===== src/rtl/or1200_freeze_pkg.sv =====
// Shared definitions for the or1200 pipeline freeze sequencer.
//   state_t    : sequencer FSM states (IDLE, MC, WAIT)
//   WAIT_*     : wait_on unit codes, also used to select the matching wait_done strobe
package or1200_freeze_pkg;

  typedef enum logic [1:0] {
    IDLE = 2'd0,
    MC   = 2'd1,
    WAIT = 2'd2
  } state_t;

  localparam logic [1:0] WAIT_NONE   = 2'd0;
  localparam logic [1:0] WAIT_MULMAC = 2'd1;
  localparam logic [1:0] WAIT_FPU    = 2'd2;
  localparam logic [1:0] WAIT_MTSPR  = 2'd3;

endpackage


===== src/rtl/or1200_freeze_cnt.sv =====
// Loadable down-counter with zero flag; holds the remaining multicycle EX count.
//   clk, rst  : clock, synchronous active-high reset
//   clr       : synchronous clear (pipeline flush)
//   load      : load load_val (takes priority over dec)
//   dec       : decrement by one, stops at zero
//   cnt, zero : current count and cnt==0 flag
module or1200_freeze_cnt
  import or1200_freeze_pkg::*;
#(
  parameter int W = 2
) (
  input  logic         clk,
  input  logic         rst,
  input  logic         clr,
  input  logic         load,
  input  logic [W-1:0] load_val,
  input  logic         dec,
  output logic [W-1:0] cnt,
  output logic         zero
);

  always_ff @(posedge clk) begin
    if (rst || clr) begin
      cnt <= '0;
    end else if (load) begin
      cnt <= load_val;
    end else if (dec && (cnt != '0)) begin
      cnt <= cnt - 1'b1;
    end
  end

  assign zero = (cnt == '0);

endmodule


===== src/rtl/or1200_freeze_seq.sv =====
// Pipeline freeze/flush sequencer for the or1200_ctrl datapath.
// Holds EX (and everything upstream) for multicycle ALU ops and for units
// that must signal completion, and shapes the freezes around a two-cycle flush.
//   clk, rst           : clock, synchronous active-high reset
//   ex_start           : insn enters EX this cycle
//   multicycle         : extra EX cycles for that insn (0 = single cycle)
//   wait_on            : unit the insn waits on (0 none, 1 mult/mac, 2 FPU, 3 mtspr)
//   wait_done          : done strobes [0] mult/mac, [1] FPU, [2] mtspr
//   lsu_stall, du_stall, force_dslot_fetch, flushpipe : stall/flush requests
//   *_freeze           : per-stage hold signals
//   extend_flush       : flushpipe delayed one cycle
//   wait_timeout       : one-cycle pulse when a WAIT is abandoned
//   fsm_state          : current sequencer state (debug observation)
// Handshake: ex_start is a one-cycle valid; the sequencer's "ready" is
// !id_freeze, so ex_start must never be raised while the FSM is busy.
module or1200_freeze_seq
  import or1200_freeze_pkg::*;
#(
  parameter int MC_WIDTH     = 2,
  parameter int WAIT_WIDTH   = 2,
  parameter int WAIT_TIMEOUT = 64
) (
  input  logic                  clk,
  input  logic                  rst,
  input  logic                  ex_start,
  input  logic [MC_WIDTH-1:0]   multicycle,
  input  logic [WAIT_WIDTH-1:0] wait_on,
  input  logic [2:0]            wait_done,
  input  logic                  lsu_stall,
  input  logic                  du_stall,
  input  logic                  force_dslot_fetch,
  input  logic                  flushpipe,
  output logic                  genpc_freeze,
  output logic                  if_freeze,
  output logic                  id_freeze,
  output logic                  ex_freeze,
  output logic                  wb_freeze,
  output logic                  extend_flush,
  output logic                  wait_timeout,
  output state_t                fsm_state
);

  // A zero timeout still needs a 1-bit counter to keep widths legal.
  localparam int WC_W = (WAIT_TIMEOUT > 0) ? $clog2(WAIT_TIMEOUT + 1) : 1;
  localparam logic [WC_W-1:0] WC_LAST = (WAIT_TIMEOUT > 0) ? WC_W'(WAIT_TIMEOUT - 1) : '0;

  state_t                state;
  logic [WAIT_WIDTH-1:0] wait_on_q;
  logic [WC_W-1:0]       wait_cnt;
  logic                  extend_flush_q;
  logic [MC_WIDTH-1:0]   mc_cnt;
  logic                  mc_zero;
  logic                  mc_load;
  logic                  mc_last;
  logic                  unit_done;
  logic                  timeout_hit;
  logic                  busy;

  assign mc_load = (state == IDLE) && ex_start && !flushpipe && (multicycle != '0);

  or1200_freeze_cnt #(.W(MC_WIDTH)) u_mc_cnt (
    .clk      (clk),
    .rst      (rst),
    .clr      (flushpipe),
    .load     (mc_load),
    .load_val (multicycle),
    .dec      (state == MC),
    .cnt      (mc_cnt),
    .zero     (mc_zero)
  );

  // Treat an unexpected zero count in MC as the last cycle so MC can never stick.
  assign mc_last = (mc_cnt == MC_WIDTH'(1)) || mc_zero;

  // Only the strobe of the unit latched at EX entry can release WAIT.
  always_comb begin
    unit_done = 1'b0;
    case (wait_on_q)
      WAIT_WIDTH'(WAIT_MULMAC): unit_done = wait_done[0];
      WAIT_WIDTH'(WAIT_FPU):    unit_done = wait_done[1];
      WAIT_WIDTH'(WAIT_MTSPR):  unit_done = wait_done[2];
      default:                  unit_done = 1'b0;
    endcase
  end

  assign timeout_hit = (WAIT_TIMEOUT != 0) && (wait_cnt == WC_LAST);

  always_ff @(posedge clk) begin
    if (rst) begin
      state          <= IDLE;
      wait_on_q      <= '0;
      wait_cnt       <= '0;
      extend_flush_q <= 1'b0;
    end else begin
      extend_flush_q <= flushpipe;
      if (flushpipe) begin
        // Flush wins over everything, including a same-cycle ex_start.
        state    <= IDLE;
        wait_cnt <= '0;
      end else begin
        case (state)
          IDLE: begin
            if (ex_start) begin
              // wait_on is latched now so a combined MC+WAIT op remembers it.
              wait_on_q <= wait_on;
              wait_cnt  <= '0;
              if (multicycle != '0) begin
                state <= MC;
              end else if (wait_on != WAIT_WIDTH'(WAIT_NONE)) begin
                state <= WAIT;
              end
            end
          end
          MC: begin
            if (mc_last) begin
              state    <= (wait_on_q != WAIT_WIDTH'(WAIT_NONE)) ? WAIT : IDLE;
              wait_cnt <= '0;
            end
          end
          WAIT: begin
            if (unit_done || timeout_hit) begin
              state    <= IDLE;
              wait_cnt <= '0;
            end else if (wait_cnt != '1) begin
              wait_cnt <= wait_cnt + 1'b1;
            end
          end
          default: state <= IDLE;
        endcase
      end
      assert (!(ex_start && (state != IDLE)))
        else $error("or1200_freeze_seq: ex_start while busy is ignored");
    end
  end

  assign busy         = (state != IDLE);
  assign wb_freeze    = lsu_stall | du_stall;
  assign ex_freeze    = wb_freeze | busy;
  assign id_freeze    = ex_freeze | force_dslot_fetch;
  assign if_freeze    = id_freeze & ~extend_flush_q;
  assign genpc_freeze = (du_stall & ~flushpipe) | (id_freeze & ~flushpipe & ~extend_flush_q);
  assign extend_flush = extend_flush_q;
  assign wait_timeout = (state == WAIT) & timeout_hit & ~unit_done & ~flushpipe;
  assign fsm_state    = state;

endmodule


===== config.mk =====
export PLATFORM = sky130hd
export DESIGN_NAME = or1200_freeze_seq
export DESIGN_NICKNAME = d
export VERILOG_FILES = /design/src/rtl/or1200_freeze_pkg.sv /design/src/rtl/or1200_freeze_cnt.sv /design/src/rtl/or1200_freeze_seq.sv
export SDC_FILE = /design/constraint.sdc
export NUM_CORES = 1
export LEC_CHECK = 0
export BUFFER_PORTS_ARGS = -buffer_cell sky130_fd_sc_hd__buf_2
export CORE_MARGIN = 5
export CORE_UTILIZATION = 30
export CTS_BUF_LIST = sky130_fd_sc_hd__clkbuf_16
export DETAILED_ROUTE_END_ITERATION = 8
export MAX_ROUTING_LAYER = met4
export PLACE_DENSITY_LB_ADDON = 0.12
export SLEW_MARGIN = 20
export SYNTH_ARGS = -nofsm -noshare
export SYNTH_HDL_FRONTEND = slang
export SYNTH_SLANG_ARGS = --single-unit

===== constraint.sdc =====
create_clock -name clk -period 2.2 [get_ports clk]
set_input_delay 0.22 -clock clk [delete_from_list [all_inputs] [get_ports clk]]
set_output_delay 0.22 -clock clk [all_outputs]
set_load 0.02 [all_outputs]

# Word level (Yosys, flattened, before mapping)
# Index checks and enable logic that the tools add are counted.
# word_totals
ff_bits	14
inputBits	14
# op_classes
addsub	2
n_eq_ne	13
muxes	15
n_bitwise	14
reduce_logical	21
# ops
operator	count
2-to-1 mux 7 bit	4
case mux 7 bit (3 select lines)	1
2-to-1 mux 2 bit	8
nonzero test 2 bit	6
AND reduction 4 bit	2
adder 7 x 1 -> 7 bit, second input constant	1
bitwise AND 1 bit	7
== test 7 x 6 -> 1 bit, second input constant	1
inequality test 7 bit, second input constant	1
== test 2 x 1 -> 1 bit, second input constant	3
== test 2 bit, second input constant	3
inequality test 2 bit, second input constant	3
case mux 2 bit (3 select lines)	1
logical AND 1 bit	4
logical NOT 2 bit	2
bitwise OR 1 bit	4
logical OR 1 bit	3
inequality test 3 x 1 -> 1 bit, second input constant	1
inequality test 3 bit, second input constant	1
NOT 1 bit	3
case mux 1 bit (3 select lines)	1
AND reduction 3 bit	1
nonzero test 3 bit	1
OR reduction 2 bit	1
2 further kinds	2

# Logic depth before layout (Yosys ltp)
# Gate-level depths: netlist of the first run.
# logic_depth
ltp_word	6
mapped_depth	6
mapped_depth_nobuf	6

# Cells and area by module
# A second synthesis of the first run with hierarchy kept.
# hier_totals
cells_unflattened	99
hier_area_um2	832.0
# by_module_without_submodules
module	n_inst	cells_each	area_each_um2	seq_area_each_um2
or1200_freeze_seq	1	85	700.7	240.2
or1200_freeze_cnt	1	14	131.4	40.0

# Least setup slack after synthesis of the first run
# OpenSTA, ideal clock, no wires.
# synth_path
kind	register to output
start	register state[0], in the netlist fsm_state[0]
end	output genpc_freeze
arrival_time_ps	1734
required_ps	1980
setup_slack_ps	246
path_stages_with_launch	6
cell_sequence	dfxtp_1 clkbuf_1 or4_1 o21ba_2 nor2_1 nor2_1
# synth_via
elab_chain_len	6
# synth_rtl
item	line	rtl
start, declared	or1200_freeze_seq.sv:47	state_t state;
start signal, assigned	or1200_freeze_seq.sv:116	state <= (wait_on_q != WAIT_WIDTH'(WAIT_NONE)) ? WAIT : IDLE;
nonzero test 2 bit	or1200_freeze_seq.sv:136	assign busy = (state != IDLE);
bitwise OR 1 bit	or1200_freeze_seq.sv:138	assign ex_freeze = wb_freeze | busy;
named net ex_freeze	or1200_freeze_seq.sv:36	output logic ex_freeze,
bitwise OR 1 bit	or1200_freeze_seq.sv:139	assign id_freeze = ex_freeze | force_dslot_fetch;
bitwise AND 1 bit (2 in series)	or1200_freeze_seq.sv:141	assign genpc_freeze = (du_stall & ~flushpipe) | (id_freeze & ~flushpipe & ~extend_flush_q);
bitwise OR 1 bit	or1200_freeze_seq.sv:141	
end, declared	or1200_freeze_seq.sv:33	output logic genpc_freeze,
# The timed path passes the listed nets, and every way through them passes these cells.

# Final worst setup path of the first run
# layout_path
start	register state[0], in the netlist fsm_state[0]
end	output genpc_freeze
# layout_via
elab_chain_len	6
# layout_rtl
item	line
nonzero test 2 bit	or1200_freeze_seq.sv:136
bitwise OR 1 bit	or1200_freeze_seq.sv:138
bitwise OR 1 bit	or1200_freeze_seq.sv:139
bitwise AND 1 bit (2 in series)	or1200_freeze_seq.sv:141
bitwise OR 1 bit	or1200_freeze_seq.sv:141
# Every way passes these cells.

==> impl_metrics.tcl, run 1 <==
set metrics [dict create \
    worst-r2r-cell-count 4 \
    final_area_um2 1079 \
    synthFlopType "dfxtp_1" \
    grt_pass1_wl_um 3601 \
    worstMarginPinSlew_ns 0.5121 \
    portBuffers 22 \
    num_vias 825 \
    layout_min_cycle_time_ns 1.987 \
    peakVddDrop_uv 336.2 \
    post-cts-setup-buffer-count 0 \
    hold_viol_final 0 \
    hp-class "in -> reg" \
    tritoncts "yes" \
    end_kind "output port" \
    crit_buf_inv 1 \
    diodes 0 \
    first_pass_iters 4 \
    slew_headroom 0.6577 \
    grt_pass1_vias 769 \
    syn_inst 99 \
    placed_area_um2 999.7 \
    fmax_ghz 0.5032 \
    cp_slowest_cell "or4_1" \
    gp_congestion 0.7409 \
    max_stage_delay_ns 0.60 \
    ctsRootBufferMaster "clkbuf_16" \
    fin_skew_ns 0.001940 \
    ys_warn_count 0 \
    cp.required_ns 1.98 \
    ys_ff_latch 14 \
    dr.first_iter.drc_count 23 \
    grt_max_degree 13 \
    maxCapViolations 0 \
    synthArstFlopShare 0 \
    grt_overflow_total 0 \
    setup-violations-final 0 \
    crit_top_cell "nor2_1" \
    numCtsBuffers 3 \
    synth_xor_area_frac 0.01034 \
    status "complete, no violations" \
    drc 0 \
    avgViaCountPerCell 5.323 \
    post_drt_wl_per_cell_um 13.45 \
    htreeDepth 1 \
    syn_area_um2 847.1 \
    critical_path_depth 5 \
    ant_nets 0 \
    crit_type "reg -> out" \
    synth_edf_count 0 \
    die_area_um2 3986 \
    powerDensity_nw_per_um2 665.0 \
    routed_wl_um 2085 \
    nets 142 \
    synth_mux_area_frac 0.05318 \
    synth_adder_area_share 0.04431 \
    crit_path_max_fanout 12 \
    synth_cell_types 40 \
    start_kind "register" \
    die_w_um 63.14 \
    area_growth_pct 27.33 \
    synth_compound_area_frac 0.2541 \
    rsz0062_at_grt "false" \
    crit_family "simple AND/OR/NAND/NOR gates" \
    seq_area_frac_synth 0.3309 \
    period_share 0.9033 \
    clock_latency_ns 0.24 \
    pin_count 23 \
    grt_use_total 0.1125 \
    dpl.hpwl_um 1636 \
    min_delay_path_depth 2 \
    synthSimpleGateAreaFrac 0.2806 \
    synth_top_family_by_area "simple AND/OR/NAND/NOR gates" \
    postSynthAreaPerCell_um2 8.556 \
    slew_violations 0 \
    clockBufferDepth 2 \
    drive_above_1_share 0.3065 \
    die_y_um 63.14 \
    clk_pin_slew_ns 0.05 \
    core_um2 2734 \
    initial_utilization 0.3098 \
    syn-num-nets 116 \
    p_leak_nw 0.4411 \
    utilization 0.3945 \
    antenna_found_initial 0 \
    worstPathArrival_ns 1.77 \
    fin_tns_setup_ns 0 \
    crit_chain "or4_1, o21ba_2, nor2_1, nor2_1, buf_2" \
    hold_ws_ns 0.2002 \
    cts_hold_buf 0 \
    cts_sinks 14 \
    row_count 19 \
    post_cts_resized 0 \
]
==> layout make-up <==
type | instances | area (um^2)
clock buffer | 3 | 75.07
fill | 271 | 1655
sequential | 14 | 280.3
tap | 31 | 38.79
timing repair buffer | 24 | 125.1
multi-input combinational | 79 | 544.3
inverter | 3 | 11.26
clock inverter | 1 | 3.754
==> worst register-to-register path: stages (launching register included) <==
cell and delay, ns:
dfxtp_1 0.38, mux2_4 0.33, a211o_4 0.37, or3_1 0.39, a311oi_2 0.26
==> sequential cells by signal, indices dropped and copies added (netlist names) <==
signal / count
u_mc_cnt.cnt: 2
fsm_state: 2
wait_on_q: 2
wait_cnt: 7
extend_flush: 1
==> per-stage QoR <==
step           setup WS, ns  cells  total power, mW
6_report             0.2128    155           0.7172
5_1_grt              0.1224    155           0.7441
4_1_cts              0.2158    155           0.7225
3_5_place_dp         0.4027    151           0.3706
3_3_place_gp         0.4369    151           0.3707
2_1_floorplan        0.2460     99           0.3345
==> placed cells by master (no fill, tap or decap), types with 2 or more instances in the layout <==
master,n
buf_2,22
dfxtp_1,14
nor2_1,10
nand2_1,10
a21oi_1,5
or2_2,4
inv_1,3
nand3_1,3
o22ai_1,3
mux2i_1,3
ha_1,3
clkbuf_16,3
nand2b_1,2
nand4_1,2
nor3_1,2
o21bai_1,2
a31oi_1,2
or3_1,2
o21ai_0,2
o211a_1,2
o211ai_1,2
buf_4,2
==> routing by layer <==
layer | vias to the layer above | GRT usage | routed length [um]
met4 | 0 | 0.03183 | 29
li1 | 421 | - | -
met5 | - | - | 0
met3 | 5 | 0.03020 | 88
met1 | 385 | 0.1488 | 1024
met2 | 14 | 0.1679 | 942
==> cell families after synthesis <==
kind of cell             Yosys count
buffers and inverters              6
AO/OA/AOI/OAI                     27
AND/OR/NAND/NOR                   44
multiplexers                       4
XOR/XNOR                           1
flip-flops                        14
adder cells (fa/ha/maj)            3
==> cells in the mapped netlist, types with 2 or more instances <==
| master | instances | share of area |
|---|---|---|
| dfxtp_1 | 14 | 0.33 |
| nand2_1 | 10 | 0.044 |
| nor2_1 | 10 | 0.044 |
| a21oi_1 | 5 | 0.030 |
| or2_2 | 4 | 0.030 |
| clkbuf_1 | 3 | 0.013 |
| ha_1 | 3 | 0.044 |
| inv_1 | 3 | 0.013 |
| mux2i_1 | 3 | 0.035 |
| nand3_1 | 3 | 0.018 |
| o22ai_1 | 3 | 0.022 |
| a31oi_1 | 2 | 0.015 |
| nand2b_1 | 2 | 0.015 |
| nand4_1 | 2 | 0.015 |
| nor3_1 | 2 | 0.012 |
| o211a_1 | 2 | 0.024 |
| o211ai_1 | 2 | 0.018 |
| o21ai_0 | 2 | 0.012 |
| o21bai_1 | 2 | 0.018 |
| or3_1 | 2 | 0.015 |
==> final timing paths <==
check	startpoint	end	slack, ns
worst min-delay path	rst	extend_flush	0.20
worst max-delay path	fsm_state[0]	genpc_freeze	0.21
worst max register to register	wait_on_q[0]	wait_cnt[3]	0.39
worst min register to register	wait_cnt[0]	wait_cnt[0]	0.49
==> power by group <==
group / switching (mW) / internal, mW
logic: 0.0542 / 0.0419
registers: 0.00954 / 0.260
clock network: 0.110 / 0.241
(Power assumes the default switching activity.)
==> inputs of run 2 (changes only) <==
--- a/config.mk
+++ b/config.mk
@@ -7,7 +7,7 @@
 export LEC_CHECK = 0
 export BUFFER_PORTS_ARGS = -buffer_cell sky130_fd_sc_hd__buf_2
 export CORE_MARGIN = 5
-export CORE_UTILIZATION = 30
+export CORE_UTILIZATION = 39
 export CTS_BUF_LIST = sky130_fd_sc_hd__clkbuf_16
 export DETAILED_ROUTE_END_ITERATION = 8
 export MAX_ROUTING_LAYER = met4
==> impl_metrics.tcl, run 2 (same netlist as run 1, synthesis figures left out) <==
set metrics [dict create \
    seq_power_share 0.378 \
    p_int_mw 0.5429 \
    slew_violations 0 \
    fin_skew_ns 0.001773 \
    diodes 0 \
    fmax_ghz 0.5107 \
    cp.required_ns 1.98 \
    swShare 0.2379 \
    die_w_um 56.61 \
    post_cts_resized 0 \
    worstPathArrival_ns 1.74 \
    p_total_mw 0.7124 \
    rsz0062_at_grt "false" \
    initial_utilization 0.4189 \
    cts_sinks 14 \
    ant_nets 0 \
    largest_register "wait_cnt" \
    grt_pass1_wl_um 3312 \
    core_um2 2022 \
    p_comb_frac 0.134 \
    layoutNonFillerInstCount 151 \
    avgViaCountPerCell 5.411 \
    largest_reg_flops 7 \
    powerDensity_nw_per_um2 663.6 \
    status "complete, no violations" \
    utilization 0.5309 \
    layout_commonest_cell "buf_2" \
    post_drt_wl_per_cell_um 12.97 \
    clock_latency_ns 0.24 \
    start_kind "register" \
    hp-class "in -> reg" \
    die_y_um 56.61 \
    portBuffers 22 \
    hold_viol_final 0 \
    num_vias 817 \
    p_sw_mw 0.1695 \
    htreeDepth 1 \
    routed_wl_um 1958 \
    crit_type "reg -> out" \
    n_fill_cell 198 \
    use_met2 0.1980 \
    whs_endpoint "extend_flush" \
    pin_count 23 \
    grt_util_met1 0.1648 \
    p_leak_nw 0.4411 \
    layout_min_cycle_time_ns 1.958 \
    use_met3 0.04128 \
    grt_overflow_total 0 \
    ctsRootBufferMaster "clkbuf_16" \
    antenna_found_initial 0 \
    grt_max_degree 13 \
    clk_pin_slew_ns 0.05 \
    period_share 0.8900 \
    drive_above_1_share 0.3065 \
    place_inst 147 \
    dpl.hpwl_um 1500 \
    slew_headroom 0.6807 \
    timing.rr.start "wait_on_q[0]" \
    min_delay_path_depth 2 \
    crit_path_max_fanout 12 \
    die_area_um2 3204 \
    top_usage_layer "met2" \
    worst-r2r-cell-count 4 \
    nets 142 \
    grt_use_total 0.1337 \
    r2r_end "wait_cnt[3]" \
    peakVddDrop_uv 304.7 \
    end_kind "output port" \
    row_count 16 \
    cts_hold_buf 0 \
    setup-violations-final 0 \
    fin_tns_setup_ns 0 \
    grt_pass1_vias 755 \
    clkPwrFrac 0.488 \
    area_growth_pct 26.74 \
    worstMarginPinSlew_ns 0.4778 \
    post-cts-setup-buffer-count 0 \
    numCtsBuffers 3 \
    clockBufferDepth 2 \
    maxCapViolations 0 \
    first_pass_iters 4 \
    pre_cts_slack_ns 0.3761 \
    rrSetupSlack_ns 0.37 \
    dr.first_iter.drc_count 20 \
    final_cell_mix "22 x buf_2, 14 x dfxtp_1, 10 x nor2_1, 10 x nand2_1, 5 x a21oi_1" \
    fin_ws_ns 0.2421 \
    drc 0 \
    gp_congestion 0.8981 \
    min_from "rst" \
    tritoncts "yes" \
]
run 2: cell counts in the layout (fill, tap and decap cells not counted):
Identical to the previous run, type by type.
run 2: worst max-delay path, cell delays in order (launching register included):
cell and delay [ns]:
dfxtp_1 0.40, or4_1 0.59, o21ba_2 0.22, nor2_1 0.08, nor2_1 0.04, buf_2 0.15
run 2: worst max-delay path by stage:
stage,start,endpoint,slack (ns),cells after the start
after global placement,wait_on_q[0],wait_cnt[3],0.44,4
after CTS,fsm_state[0],genpc_freeze,0.24,5
after global routing,fsm_state[0],genpc_freeze,0.16,5
after floorplan,fsm_state[0],genpc_freeze,0.25,5
final,fsm_state[0],genpc_freeze,0.24,5
after detailed placement,wait_on_q[0],wait_cnt[3],0.38,4
run 2: layout make-up:
| class | instances | area, um^2 | area share |
|---|---|---|---|
| Clock buffer | 3 | 75.07 | 0.06993 |
| Clock inverter | 1 | 3.754 | 0.003497 |
| Inverter | 3 | 11.26 | 0.01049 |
| Multi-Input combinational cell | 79 | 544.3 | 0.5070 |
| Sequential cell | 14 | 280.3 | 0.2611 |
| Tap cell | 27 | 33.78 | 0.03147 |
| Timing Repair Buffer | 24 | 125.1 | 0.1166 |
run 2: routing by layer:
layer | up-vias | part of all wire
li1 | 423 | -
met1 | 365 | 0.49
met2 | 24 | 0.41
met3 | 5 | 0.086
met4 | 0 | 0.018
met5 | - | 0
run 2: metrics by stage:
step / area (um^2) / hold WS, ns
2_1_floorplan: 847.1 / 0.2916
3_3_place_gp: 994.7 / 0.4385
3_5_place_dp: 994.7 / 0.4391
4_1_cts: 1074 / 0.1864
5_1_grt: 1074 / 0.2031
6_report: 1074 / 0.1865
run 2: power by group through the flow:
stage	Combinational, mW	Sequential (mW)	Clock [mW]
floorplan	0.0618	0.273	0
global placement	0.0945	0.274	0
detailed placement	0.0945	0.275	0
CTS	0.0957	0.270	0.352
global route	0.104	0.270	0.364
finish	0.0953	0.269	0.348
==> inputs of run 3 (changes only) <==
==> constraint.sdc (replaced) <==
create_clock -name clk -period 2.4 [get_ports clk]
set_input_delay 0.36 -clock clk [delete_from_list [all_inputs] [get_ports clk]]
set_output_delay 0.36 -clock clk [all_outputs]
set_load 0.02 [all_outputs]
==> impl_metrics.tcl, run 3 (same netlist as run 1, synthesis figures left out) <==
set metrics [dict create \
    cp.required_ns 2.04 \
    worstMarginPinSlew_ns 0.4998 \
    setup-violations-final 0 \
    timing.rr.start "wait_on_q[0]" \
    n_fill_cell 202 \
    fin_tns_setup_ns 0 \
    final_cell_mix "22 x buf_2, 14 x dfxtp_1, 10 x nor2_1, 10 x nand2_1, 5 x a21oi_1" \
    utilization 0.5291 \
    core_um2 2022 \
    clock_latency_ns 0.25 \
    drive_above_1_share 0.3089 \
    grt_overflow_total 0 \
    die_w_um 56.61 \
    post_cts_resized 0 \
    crit_path_max_fanout 12 \
    gp_congestion 0.8150 \
    fin_skew_ns 0.003885 \
    drc 0 \
    worstPathArrival_ns 1.74 \
    fmax_ghz 0.4762 \
    die_area_um2 3204 \
    clk_pin_slew_ns 0.05 \
    clockBufferDepth 2 \
    rrSetupSlack_ns 0.57 \
    clkPwrFrac 0.487 \
    seq_area_um2 280.3 \
    crit_top_cell "nor2_1" \
    area_growth_pct 26.29 \
    ant_nets 0 \
    start_kind "register" \
    ctsRootBufferMaster "clkbuf_16" \
    dpl.hpwl_um 1513 \
    post-cts-setup-buffer-count 0 \
    min_delay_path_depth 2 \
    p_sw_mw 0.1565 \
    cts_hold_buf 0 \
    crit_chain "or4_1, o21ba_2, nor2_1, nor2_1, buf_2" \
    crit_family "simple AND/OR/NAND/NOR gates" \
    htreeDepth 1 \
    crit_type "reg -> out" \
    p_comb_frac 0.134 \
    avgViaCountPerCell 5.447 \
    routed_wl_um 2047 \
    dr.first_iter.drc_count 30 \
    hp-class "in -> reg" \
    slew_violations 0 \
    worst-r2r-cell-count 4 \
    row_count 16 \
    seq_power_share 0.379 \
    hold_viol_final 0 \
    slew_headroom 0.6659 \
    layout_min_cycle_time_ns 2.100 \
    initial_utilization 0.4189 \
    die_y_um 56.61 \
    powerDensity_nw_per_um2 609.5 \
    end_kind "output port" \
    p_leak_nw 0.4396 \
    p_int_mw 0.4956 \
    max_stage_delay_ns 0.59 \
    pin_count 23 \
    largest_reg_flops 7 \
    peakVddDrop_uv 318.7 \
    grt_use_total 0.1409 \
    whs_endpoint "extend_flush" \
    crit_buf_inv 1 \
    period_share 0.8750 \
    layout_commonest_cell "buf_2" \
    cts_sinks 14 \
    tritoncts "yes" \
    portBuffers 22 \
    multi_input_area_um2 544.3 \
    antenna_found_initial 0 \
    post_drt_wl_per_cell_um 13.65 \
    r2r_end "wait_cnt[3]" \
    grt_pass1_wl_um 3484 \
    maxCapViolations 0 \
    rsz0062_at_grt "false" \
    numCtsBuffers 3 \
    cp_slowest_cell "or4_1" \
    largest_register "wait_cnt" \
    min_from "rst" \
    num_vias 817 \
    nets 142 \
    diodes 0 \
    grt_max_degree 13 \
    status "complete, no violations" \
    grt_pass1_vias 765 \
    first_pass_iters 4 \
    swShare 0.2400 \
]
run 3: metrics by stage:
step                      setup slack, ns  cell area, um^2  hold WS (ns)  power, mW  cells
final                              0.3000             1070        0.3282     0.6521    150
after global routing               0.2357             1070        0.3555     0.6788    150
after CTS                          0.3038             1070        0.3292     0.6517    150
after detailed placement           0.5505            994.7        0.4767     0.3393    147
after global placement             0.5775            994.7        0.4779     0.3375    147
after floorplan                    0.3060            847.1        0.4316     0.3067     99
run 3: how the worst max path moves through the flow:
| stage | cells past startpoint | endpoint | slack, ns | from |
|---|---|---|---|---|
| floorplan | 5 | genpc_freeze | 0.31 | fsm_state[0] |
| global placement | 5 | wait_cnt[3] | 0.58 | wait_done[1] |
| detailed placement | 5 | wait_cnt[3] | 0.55 | wait_done[1] |
| CTS | 5 | genpc_freeze | 0.30 | fsm_state[0] |
| global route | 5 | genpc_freeze | 0.24 | fsm_state[0] |
| finish | 5 | genpc_freeze | 0.30 | fsm_state[0] |
run 3: routing by layer:
layer	up-vias	global-route usage	routed length, um
met5	-	-	0
met4	0	0.05085	17
met3	2	0.05046	213
met2	33	0.2079	884
met1	359	0.1756	932
li1	423	-	-
run 3: area by class of cell:
class,count,area share
sequential,14,0.2620
inverter,3,0.01053
timing repair buffer,24,0.1170
tap,27,0.03158
multi-input combinational,79,0.5088
clock buffer,3,0.07018
run 3: power by group through the flow:
stage,logic (mW),clock network (mW),registers (mW)
detailed placement,0.0873,0,0.252
finish,0.0872,0.318,0.247
floorplan,0.0567,0,0.250
global placement,0.0860,0,0.251
CTS,0.0878,0.316,0.247
global route,0.0961,0.334,0.248
